--- src/rtl/reg_scoreboard_deco_if.sv ---
// Bundle for the register-file write-path scoreboard: issue handshake,
// writeback decode, two read-port hazard probes and the scoreboard view.
interface reg_scoreboard_deco_if #(
  parameter int ADDR_W = 5
);
  localparam int NREG = 2 ** ADDR_W;

  // Issue handshake: issue_en is the valid, !issue_stall is the ready; an
  // issue transfers on a cycle where both hold, otherwise upstream keeps
  // issue_addr stable and retries.
  logic              issue_en;
  logic [ADDR_W-1:0] issue_addr;
  logic              issue_stall;

  logic              wb_en;
  logic [ADDR_W-1:0] wb_addr;
  logic [NREG-1:0]   wr_onehot;

  logic [ADDR_W-1:0] rd_addr_a;
  logic [ADDR_W-1:0] rd_addr_b;
  logic              hazard_a;
  logic              hazard_b;

  logic [NREG-1:0]   busy;
  logic              err_spurious;

  modport master (
    output issue_en, issue_addr, wb_en, wb_addr, rd_addr_a, rd_addr_b,
    input  issue_stall, wr_onehot, hazard_a, hazard_b, busy, err_spurious
  );

  modport slave (
    input  issue_en, issue_addr, wb_en, wb_addr, rd_addr_a, rd_addr_b,
    output issue_stall, wr_onehot, hazard_a, hazard_b, busy, err_spurious
  );
endinterface

--- src/rtl/reg_scoreboard_deco.sv ---
// Writeback address decoder with a pending-write scoreboard and RAW/WAW hazard
// flags. Optional macro SCOREBOARD_BYPASS_EN lets a same-cycle writeback mask hazards/stall.
module reg_scoreboard_deco #(
  parameter int ADDR_W   = 5,
  parameter int ZERO_REG = 31
) (
  input logic                  clk,
  input logic                  reset,
  reg_scoreboard_deco_if.slave bus
);
  localparam int NREG = 2 ** ADDR_W;
  localparam logic [ADDR_W-1:0] ZERO_IDX = ADDR_W'(ZERO_REG);

  logic [NREG-1:0] busy_q, busy_d;
  logic [NREG-1:0] onehot_q, onehot_d;
  logic            err_q, err_d;

  logic raw_a, raw_b, waw;
  logic wb_live, issue_take;

  assign wb_live = bus.wb_en && (bus.wb_addr != ZERO_IDX);

  // XZR is never tracked, so it can never raise a hazard or a stall.
  assign raw_a = busy_q[bus.rd_addr_a] && (bus.rd_addr_a != ZERO_IDX);
  assign raw_b = busy_q[bus.rd_addr_b] && (bus.rd_addr_b != ZERO_IDX);
  assign waw   = bus.issue_en && busy_q[bus.issue_addr] && (bus.issue_addr != ZERO_IDX);

`ifdef SCOREBOARD_BYPASS_EN
  logic wb_hit_a, wb_hit_b, wb_hit_issue;

  // The register file forwards the data being written this cycle.
  assign wb_hit_a     = bus.wb_en && (bus.wb_addr == bus.rd_addr_a);
  assign wb_hit_b     = bus.wb_en && (bus.wb_addr == bus.rd_addr_b);
  assign wb_hit_issue = bus.wb_en && (bus.wb_addr == bus.issue_addr);

  assign bus.hazard_a    = raw_a && !wb_hit_a;
  assign bus.hazard_b    = raw_b && !wb_hit_b;
  assign bus.issue_stall = waw && !wb_hit_issue;
`else
  assign bus.hazard_a    = raw_a;
  assign bus.hazard_b    = raw_b;
  assign bus.issue_stall = waw;
`endif

  assign issue_take = bus.issue_en && !bus.issue_stall && (bus.issue_addr != ZERO_IDX);

  always_comb begin
    onehot_d = '0;
    busy_d   = busy_q;
    err_d    = err_q;
    if (wb_live) begin
      onehot_d[bus.wb_addr] = 1'b1;
      if (!busy_q[bus.wb_addr]) err_d = 1'b1;
    end
    if (bus.wb_en) busy_d[bus.wb_addr] = 1'b0;
    // Set after clear: a new producer outranks a retiring one on the same register.
    if (issue_take) busy_d[bus.issue_addr] = 1'b1;
  end

  always_ff @(posedge clk or posedge reset) begin
    if (reset) begin
      busy_q   <= '0;
      onehot_q <= '0;
      err_q    <= 1'b0;
    end else begin
      busy_q   <= busy_d;
      onehot_q <= onehot_d;
      err_q    <= err_d;
    end
  end

  assign bus.busy         = busy_q;
  assign bus.wr_onehot    = onehot_q;
  assign bus.err_spurious = err_q;
endmodule

--- src/flat_wrapper.sv ---
// flat-port wrapper written by rule: the top's interface ports become plain ports
module reg_scoreboard_deco_flat 
#(
  parameter int ADDR_W   = 5,
  parameter int ZERO_REG = 31
)
  (clk, reset, bus_issue_en, bus_issue_addr, bus_wb_en, bus_wb_addr, bus_rd_addr_a, bus_rd_addr_b, bus_issue_stall, bus_wr_onehot, bus_hazard_a, bus_hazard_b, bus_busy, bus_err_spurious);
  reg_scoreboard_deco_if #(.ADDR_W(ADDR_W)) bus_i ();
  input logic clk;
  input logic reset;
  input wire logic [$bits(bus_i.issue_en)-1:0] bus_issue_en;
  input wire logic [$bits(bus_i.issue_addr)-1:0] bus_issue_addr;
  input wire logic [$bits(bus_i.wb_en)-1:0] bus_wb_en;
  input wire logic [$bits(bus_i.wb_addr)-1:0] bus_wb_addr;
  input wire logic [$bits(bus_i.rd_addr_a)-1:0] bus_rd_addr_a;
  input wire logic [$bits(bus_i.rd_addr_b)-1:0] bus_rd_addr_b;
  output wire logic [$bits(bus_i.issue_stall)-1:0] bus_issue_stall;
  output wire logic [$bits(bus_i.wr_onehot)-1:0] bus_wr_onehot;
  output wire logic [$bits(bus_i.hazard_a)-1:0] bus_hazard_a;
  output wire logic [$bits(bus_i.hazard_b)-1:0] bus_hazard_b;
  output wire logic [$bits(bus_i.busy)-1:0] bus_busy;
  output wire logic [$bits(bus_i.err_spurious)-1:0] bus_err_spurious;
  assign bus_i.issue_en = bus_issue_en;
  assign bus_i.issue_addr = bus_issue_addr;
  assign bus_i.wb_en = bus_wb_en;
  assign bus_i.wb_addr = bus_wb_addr;
  assign bus_i.rd_addr_a = bus_rd_addr_a;
  assign bus_i.rd_addr_b = bus_rd_addr_b;
  assign bus_issue_stall = bus_i.issue_stall;
  assign bus_wr_onehot = bus_i.wr_onehot;
  assign bus_hazard_a = bus_i.hazard_a;
  assign bus_hazard_b = bus_i.hazard_b;
  assign bus_busy = bus_i.busy;
  assign bus_err_spurious = bus_i.err_spurious;
  reg_scoreboard_deco #(.ADDR_W(ADDR_W), .ZERO_REG(ZERO_REG)) u_core (.clk(clk), .reset(reset), .bus(bus_i));
endmodule
--- config.mk ---
export PLATFORM = sky130hd
export DESIGN_NAME = reg_scoreboard_deco_flat
export DESIGN_NICKNAME = d
export VERILOG_FILES = /design/src/rtl/reg_scoreboard_deco_if.sv /design/src/rtl/reg_scoreboard_deco.sv /design/src/flat_wrapper.sv
export SDC_FILE = /design/constraint.sdc
export NUM_CORES = 1
export LEC_CHECK = 0
export CAP_MARGIN = 20
export CORE_ASPECT_RATIO = 0.8
export CORE_MARGIN = 4
export CORE_UTILIZATION = 40
export DETAILED_ROUTE_END_ITERATION = 7
export PLACE_DENSITY = 0.79
export SETUP_SLACK_MARGIN = 0.4
export SYNTH_ARGS = -nofsm -noshare
export SYNTH_HDL_FRONTEND = slang
export SYNTH_SLANG_ARGS = --single-unit
--- constraint.sdc ---
create_clock -name clk -period 3.2 [get_ports clk]
set_clock_uncertainty 0.05 [all_clocks]
set_input_delay 0.64 -clock clk [delete_from_list [all_inputs] [get_ports clk]]
set_output_delay 0.64 -clock clk [all_outputs]
set_load 0.005 [all_outputs]
==> flow_summary.rst, run 1 <==
.. list-table::
   :header-rows: 1

   * - Metric
     - Value
   * - Result of the run
     - finished, final reports clean
   * - DR DRC count
     - 0
   * - Sink count of the clock tree
     - 65
   * - Starting density of the core
     - 0.4152
   * - Final period util
     - 0.9108
   * - Max_slew headroom
     - 0.5880
   * - Startpoint types
     - input port
   * - Routed vias
     - 3252
   * - Total global routing overflow
     - 0
   * - Detailed-router iteration count before antenna repair
     - 5
   * - Count of cells along the worst register-to-register path
     - 6
   * - H-tree level count
     - 3
   * - Site row count
     - 30
   * - Via count of the first global-routing pass
     - 3379
   * - Setup violations, final
     - 0
   * - Path type of the worst setup path
     - input port to output pin
   * - RSZ-0062 raised after global routing
     - true
   * - Number of distinct library cells after synthesis
     - 42
   * - Critical path data required time
     - 2.51 ns
   * - Finished Cell Area
     - 0.005120 sq mm
   * - Buffers on Ports
     - 91
   * - Drt wl/cell
     - 21.58 um
   * - Post-route antenna net violation count
     - 0
   * - Power density normalized to cell area
     - 533.7 mW/mm^2
   * - Proportion of register bits with asynchronous set or reset after synthesis
     - 1.000
   * - Max Cap Violations
     - 0
   * - Clock-pin slew on the worst setup and hold paths
     - 0.06 ns
   * - Die W
     - 113.4 um
   * - Post-synthesis cell area
     - 0.003553 sq mm
   * - Leak pwr
     - 2.359 nW
   * - Ratio of cells with drive above 1 in the final layout
     - 0.2414
   * - Maximum fanout count along the critical path
     - 5
   * - Total length of routed wires
     - 11.81 mm
   * - Maximum number of pins on one net before global-route repair
     - 40
   * - Die area
     - 0.01046 sq mm
   * - Drt initial violations
     - 297
   * - Number of antenna violations at the first check in global routing
     - 0
   * - Vias per cell
     - 5.945
   * - Synth Flop Type
     - sky130_fd_sc_hd__dfrtp_1
   * - Number of storage elements in the synthesis netlist
     - 65
   * - Cell depth of the worst min-delay path
     - 1
   * - Worst Max-Slew Pin Slew
     - 0.6170 ns
   * - R2R Setup Slk
     - 1.08 ns
   * - Data arrival time of the critical path
     - 2.22 ns
   * - Routability congestion estimate
     - 0.9116
   * - Antenna Diode Count
     - 0
   * - Hold buffers post-CTS
     - 0
   * - Final number of hold-violating endpoints
     - 0
   * - Placed Instances
     - 527
   * - Global-route wire length before repair
     - 18.70 mm
   * - Syn Nets
     - 331
   * - Placeable core area
     - 0.008558 sq mm
   * - # nets final
     - 454
   * - Worst-case hold slack
     - 0.4562 ns
   * - Total cell area at the placement stage
     - 0.004850 sq mm
   * - Number of flops mapped to enable cells by yosys
     - 0
   * - Critical Path Sink Type
     - output pin
   * - Cells after synthesis
     - 307
   * - Warning count from the yosys run
     - 0
   * - Placed wire-length estimate after detailed placement
     - 8.661 mm
   * - Critical path startpoint
     - bus_rd_addr_a[0]
   * - Clock tree from TritonCTS
     - yes
   * - Area growth from synthesis to final layout
     - 44.08%
   * - Top Ports
     - 92
   * - Worst IR Drop VDD
     - 0.3129 mV
   * - Number of CTS-inserted buffers
     - 9
   * - Number of buffers between clock root and the deepest sink
     - 2
   * - Path type of the worst min-delay path
     - flip-flop to flip-flop
   * - Portion of the post-synthesis area used by sequential elements
     - 0.4577
   * - Hold Crit Start
     - u_core.bus.err_spurious$_DFFE_PP0P_
   * - Final min period
     - 2.915 ns
   * - Chip Height
     - 92.30 um
   * - Root buffer cell
     - sky130_fd_sc_hd__clkbuf_8
   * - Slew Limit Fails
     - 0
   * - Worst skew pair latency
     - 0.34 ns
   * - Global-route total usage across every layer
     - 0.2335
   * - Final Instance Count excl. Fillers
     - 547
   * - Achievable frequency
     - 0.3431 GHz
   * - Worst r2r src
     - u_core.bus.busy[11]$_DFF_PP0_
   * - Post-Syn Area per Cell
     - 11.57 sq um
## cell usage after synthesis (4+ instances only)
cell                       instances  share of area
sky130_fd_sc_hd__mux4_1            4          0.030
sky130_fd_sc_hd__and3_1            7          0.012
sky130_fd_sc_hd__inv_1            26          0.027
sky130_fd_sc_hd__nor2_1           16          0.017
sky130_fd_sc_hd__nand2_1          37          0.039
sky130_fd_sc_hd__a32o_1           24          0.068
sky130_fd_sc_hd__and3b_1           4         0.0099
sky130_fd_sc_hd__nor3_1            4         0.0056
sky130_fd_sc_hd__mux2i_1          11          0.031
sky130_fd_sc_hd__nor3b_1           5          0.011
sky130_fd_sc_hd__clkbuf_1         16          0.017
sky130_fd_sc_hd__dfrtp_1          65           0.46
sky130_fd_sc_hd__buf_6             4          0.013
sky130_fd_sc_hd__o21ai_0          15          0.021
sky130_fd_sc_hd__mux4_2           24           0.15
## cell usage in the layout, fill, tap and decap left out, drive strengths merged, types with 3 or more instances in the layout
cell type / instances
mux2: 3
nand2: 37
inv: 26
and3b: 4
nand3: 3
clkbuf: 13
mux4: 28
o22ai: 3
nor3: 4
nand3b: 3
nor3b: 5
nor2b: 3
buf: 51
dlygate4sd2: 4
dfrtp: 65
clkdlybuf4s50: 79
a32o: 24
and3: 7
a21oi: 3
mux2i: 11
nor2: 16
o21ai: 15
## cell type report
cell class,count,area [sq um]
clock inverter,3,40.04
multi-input combinational,192,1722
sequential,65,1629
timing repair buffer,136,1343
inverter,26,97.59
tap,112,140.1
fill,720,3438
clock buffer,13,148.9
## metrics by stage
| stage | utilization | TNS (ns) | total power [mW] | setup slack [ns] |
|---|---|---|---|---|
| after floorplan | - | 0 | 1.490 | 0.4460 |
| after global placement | 0.5667 | -1.381 | 1.993 | -0.4727 |
| after detailed placement | 0.5667 | -1.383 | 2.017 | -0.4966 |
| after CTS | 0.5961 | 0 | 2.723 | 0.2820 |
| after global routing | 0.5982 | 0 | 2.843 | 0.2593 |
| final | 0.5982 | 0 | 2.733 | 0.2853 |
## sequential cells by signal, summed over array words and instances, names as in the netlist
signal,count
u_core.bus.busy,32
u_core.bus.wr_onehot,32
u_core.bus.err_spurious,1
## critical path: stages
cell and delay [ns]:
sky130_fd_sc_hd__buf_8 0.09, sky130_fd_sc_hd__buf_12 0.12, sky130_fd_sc_hd__mux4_2 0.49, sky130_fd_sc_hd__mux4_2 0.48, sky130_fd_sc_hd__mux2_4 0.28, sky130_fd_sc_hd__buf_6 0.11
## final timing paths
check,to
worst min register to register,u_core.bus.err_spurious$_DFFE_PP0P_
worst min-delay path,u_core.bus.err_spurious$_DFFE_PP0P_
worst max-delay path,bus_hazard_a
max in group asynchronous,u_core.bus.busy[22]$_DFF_PP0_
min in group asynchronous,u_core.bus.wr_onehot[15]$_DFF_PP0_
worst max register to register,u_core.bus.busy[8]$_DFF_PP0_
## layer usage
| metal | share of wire | global-route usage | up-vias |
|---|---|---|---|
| met3 | 0.12 | 0.07511 | 33 |
| met2 | 0.44 | 0.3501 | 226 |
| met5 | 0 | 0 | - |
| met1 | 0.41 | 0.3219 | 1608 |
| met4 | 0.025 | 0.07808 | 0 |
| li1 | - | - | 1385 |
## repair_timing
action                                  4_1_cts  5_1_grt
gates resized for setup                      45        8
endpoints found under the setup margin        3        3
setup buffers                                 3        0
gates cloned                                  1        0
pin swaps                                     2        3
## where the power goes
part	internal, mW	switching [mW]
clock network	0.380	0.311
logic	0.592	0.340
registers	0.929	0.181
total	1.90	0.832
## cells by family (layout without fill, tap and decap cells)
| logic type | after synthesis | count (layout) | synth area share |
|---|---|---|---|
| AO/OA/AOI/OAI | 58 | 58 | 0.1285 |
| buffers and inverters | 50 | 178 | 0.06268 |
| flip-flops | 65 | 65 | 0.4577 |
| multiplexers | 42 | 42 | 0.2222 |
| other | 1 | 1 | 0.001055 |
| AND/OR/NAND/NOR | 91 | 91 | 0.1278 |
No activity file was read; power rests on OpenSTA's default activity.
==> inputs of run 2 (changes only) <==
PLACE_DENSITY = 0.68   (was 0.79)
==> run 2 against run 1 <==
Effect of this change:
- first-iteration DRC count down 9.1%
- via count is 0.58% higher
- count of clock-buffer cells in the layout shrank 4
- maximum frequency rose by 0.28%
- sequential cell count stayed put
- utilization is 0.45 points higher
- critical path depth is the same
- die area unchanged
- power rose by 0.89%
- register-to-register slack got worse by 0.10 ns
- combinational power down 2%
==> flow_summary.rst, run 2 (synthesis gave the netlist of run 1 again) <==
.. list-table::
   :header-rows: 1

   * - Metric
     - Value
   * - Routability congestion estimate
     - 0.9811
   * - Root buffer cell
     - sky130_fd_sc_hd__clkbuf_8
   * - Leak pwr
     - 2.359 nW
   * - Global-route wire length before repair
     - 18.62 mm
   * - Switching part of the total power
     - 0.3185
   * - H-tree level count
     - 3
   * - Final Instance Count excl. Fillers
     - 547
   * - Number of CTS-inserted buffers
     - 9
   * - Total global routing overflow
     - 0
   * - Routed vias
     - 3271
   * - Worst Max-Slew Pin Slew
     - 0.6906 ns
   * - Critical Path Sink Type
     - output pin
   * - Total length of routed wires
     - 11.98 mm
   * - Placed Instances
     - 523
   * - # nets final
     - 454
   * - Critical Path Slowest Stage Cell
     - sky130_fd_sc_hd__mux4_2
   * - Startpoint types
     - input port
   * - Comb power frac
     - 0.331
   * - Most frequent cells in the layout
     - sky130_fd_sc_hd__clkdlybuf4s50_1 (79), sky130_fd_sc_hd__dfrtp_1 (57), sky130_fd_sc_hd__nand2_1 (37)
   * - Dominant cell type by count on the critical path
     - sky130_fd_sc_hd__mux4_2
   * - Clock-pin slew on the worst setup and hold paths
     - 0.08 ns
   * - Path type of the worst setup path
     - input port to output pin
   * - Global-route total usage across every layer
     - 0.2368
   * - Worst-case hold slack
     - 0.4833 ns
   * - Drt initial violations
     - 270
   * - Result of the run
     - finished, final reports clean
   * - Vias per cell
     - 5.980
   * - Chip Height
     - 92.30 um
   * - Maximum number of pins on one net before global-route repair
     - 28
   * - Antenna Diode Count
     - 0
   * - Final min period
     - 2.907 ns
   * - Number of buffers between clock root and the deepest sink
     - 2
   * - Buffers on Ports
     - 91
   * - Total cell area at the placement stage
     - 0.004807 sq mm
   * - Setup violations, final
     - 0
   * - Worst IR Drop VDD
     - 0.3750 mV
   * - Achievable frequency
     - 0.3440 GHz
   * - Area growth from synthesis to final layout
     - 45.18%
   * - Cell-by-cell trace of the critical path
     - buf_8, buf_12, mux4_2, mux4_2, mux2_4, buf_6
   * - Sink count of the clock tree
     - 65
   * - DR DRC count
     - 0
   * - Relative contribution of sequential cells to total power
     - 0.416
   * - Finished Cell Area
     - 0.005159 sq mm
   * - Commonest non-fill, non-tap cell in the layout
     - sky130_fd_sc_hd__clkdlybuf4s50_1
   * - RSZ-0062 raised after global routing
     - true
   * - Maximum fanout count along the critical path
     - 5
   * - Ratio of cells with drive above 1 in the final layout
     - 0.2759
   * - Die area
     - 0.01046 sq mm
   * - Worst skew pair latency
     - 0.35 ns
   * - Max Cap Violations
     - 0
   * - Relative contribution of the clock network to total power
     - 0.252
   * - Switch Pwr
     - 0.8782 mW
   * - Post-route antenna net violation count
     - 0
   * - Max_slew headroom
     - 0.5386
   * - Number of antenna violations at the first check in global routing
     - 0
   * - Power density normalized to cell area
     - 534.4 mW/mm^2
   * - Placed wire-length estimate after detailed placement
     - 8.886 mm
   * - Placeable core area
     - 0.008558 sq mm
   * - Via count of the first global-routing pass
     - 3273
   * - Top Ports
     - 92
   * - Critical path data required time
     - 2.51 ns
   * - Data arrival time of the critical path
     - 2.22 ns
   * - Site row count
     - 30
   * - Die W
     - 113.4 um
   * - Detailed-router iteration count before antenna repair
     - 5
   * - Hold buffers post-CTS
     - 0
   * - Final period util
     - 0.9083
   * - Starting density of the core
     - 0.4152
   * - Drt wl/cell
     - 21.91 um
   * - Sum of internal, switching and leakage power
     - 2.757 mW
   * - Clock tree from TritonCTS
     - yes
   * - Path type of the worst min-delay path
     - flip-flop to flip-flop
   * - Cell internal pwr
     - 1.879 mW
   * - Setup TNS
     - 0 ns
   * - Final number of hold-violating endpoints
     - 0
   * - Slew Limit Fails
     - 0
   * - Largest stage delay, worst path
     - 0.49 ns
-- run 2: cell types whose count changed in the layout (fill, tap and decap cells not counted), moves of 2 or more --
| cell | before | now |
|---|---|---|
| sky130_fd_sc_hd__clkbuf_1 | 3 | 0 |
| sky130_fd_sc_hd__clkbuf_2 | 0 | 3 |
| sky130_fd_sc_hd__clkdlybuf4s15_1 | 2 | 0 |
| sky130_fd_sc_hd__dfrtp_1 | 63 | 57 |
| sky130_fd_sc_hd__dfrtp_2 | 2 | 8 |
-- run 2: repair_timing --
| item | CTS | global route |
|---|---|---|
| setup buffers | 2 | 4 |
| pin swaps | 2 | 6 |
| gates resized for setup | 46 | 27 |
| gates cloned | 1 | 1 |
| setup endpoints to repair | 3 | 3 |
-- run 2: power by group through the flow --
stage	Sequential, mW	Clock (mW)	Combinational, mW
3_3_place_gp	1.14	0	0.841
3_5_place_dp	1.14	0	0.856
6_report	1.15	0.695	0.914
5_1_grt	1.15	0.749	0.974
2_1_floorplan	1.07	0	0.425
4_1_cts	1.13	0.707	0.879
-- run 2: worst paths after layout --
path / start / endpoint / slack [ns] / cells past startpoint
worst max-delay path: bus_rd_addr_a[0] / bus_hazard_a / 0.29 / 6
worst min-delay path: u_core.bus.err_spurious$_DFFE_PP0P_ / u_core.bus.err_spurious$_DFFE_PP0P_ / 0.48 / 1
worst max register to register: u_core.bus.busy[5]$_DFF_PP0_ / u_core.bus.busy[6]$_DFF_PP0_ / 0.98 / 8
worst min register to register: u_core.bus.err_spurious$_DFFE_PP0P_ / u_core.bus.err_spurious$_DFFE_PP0P_ / 0.48 / 1
max in group asynchronous: reset / u_core.bus.busy[23]$_DFF_PP0_ / 1.79 / 3
min in group asynchronous: reset / u_core.bus.busy[21]$_DFF_PP0_ / 0.62 / 2
-- run 2: area by class of cell --
class	instances	area [sq um]
sequential	65	1637
tap	112	140.1
clock buffer	9	123.9
fill	712	3400
inverter	26	97.59
multi-input combinational	192	1749
timing repair buffer	136	1341
clock inverter	7	70.07
-- run 2: worst max-delay path: cells and delay by family --
kind / cells / cell delay [ns]
muxes: 3 / 1.25
buffers and inverters: 3 / 0.32
-- run 2: metal layers --
layer / global-route usage / part of all wire
met1: 0.3429 / 0.43
met2: 0.3314 / 0.43
met3: 0.08948 / 0.11
met4: 0.06907 / 0.025
met5: 0 / 0
-- run 2: stage by stage --
step | util | setup WS, ns
2_1_floorplan | - | 0.4460
3_3_place_gp | 0.5617 | -0.4696
3_5_place_dp | 0.5617 | -0.5046
4_1_cts | 0.5920 | 0.2988
5_1_grt | 0.6028 | 0.2582
6_report | 0.6028 | 0.2933
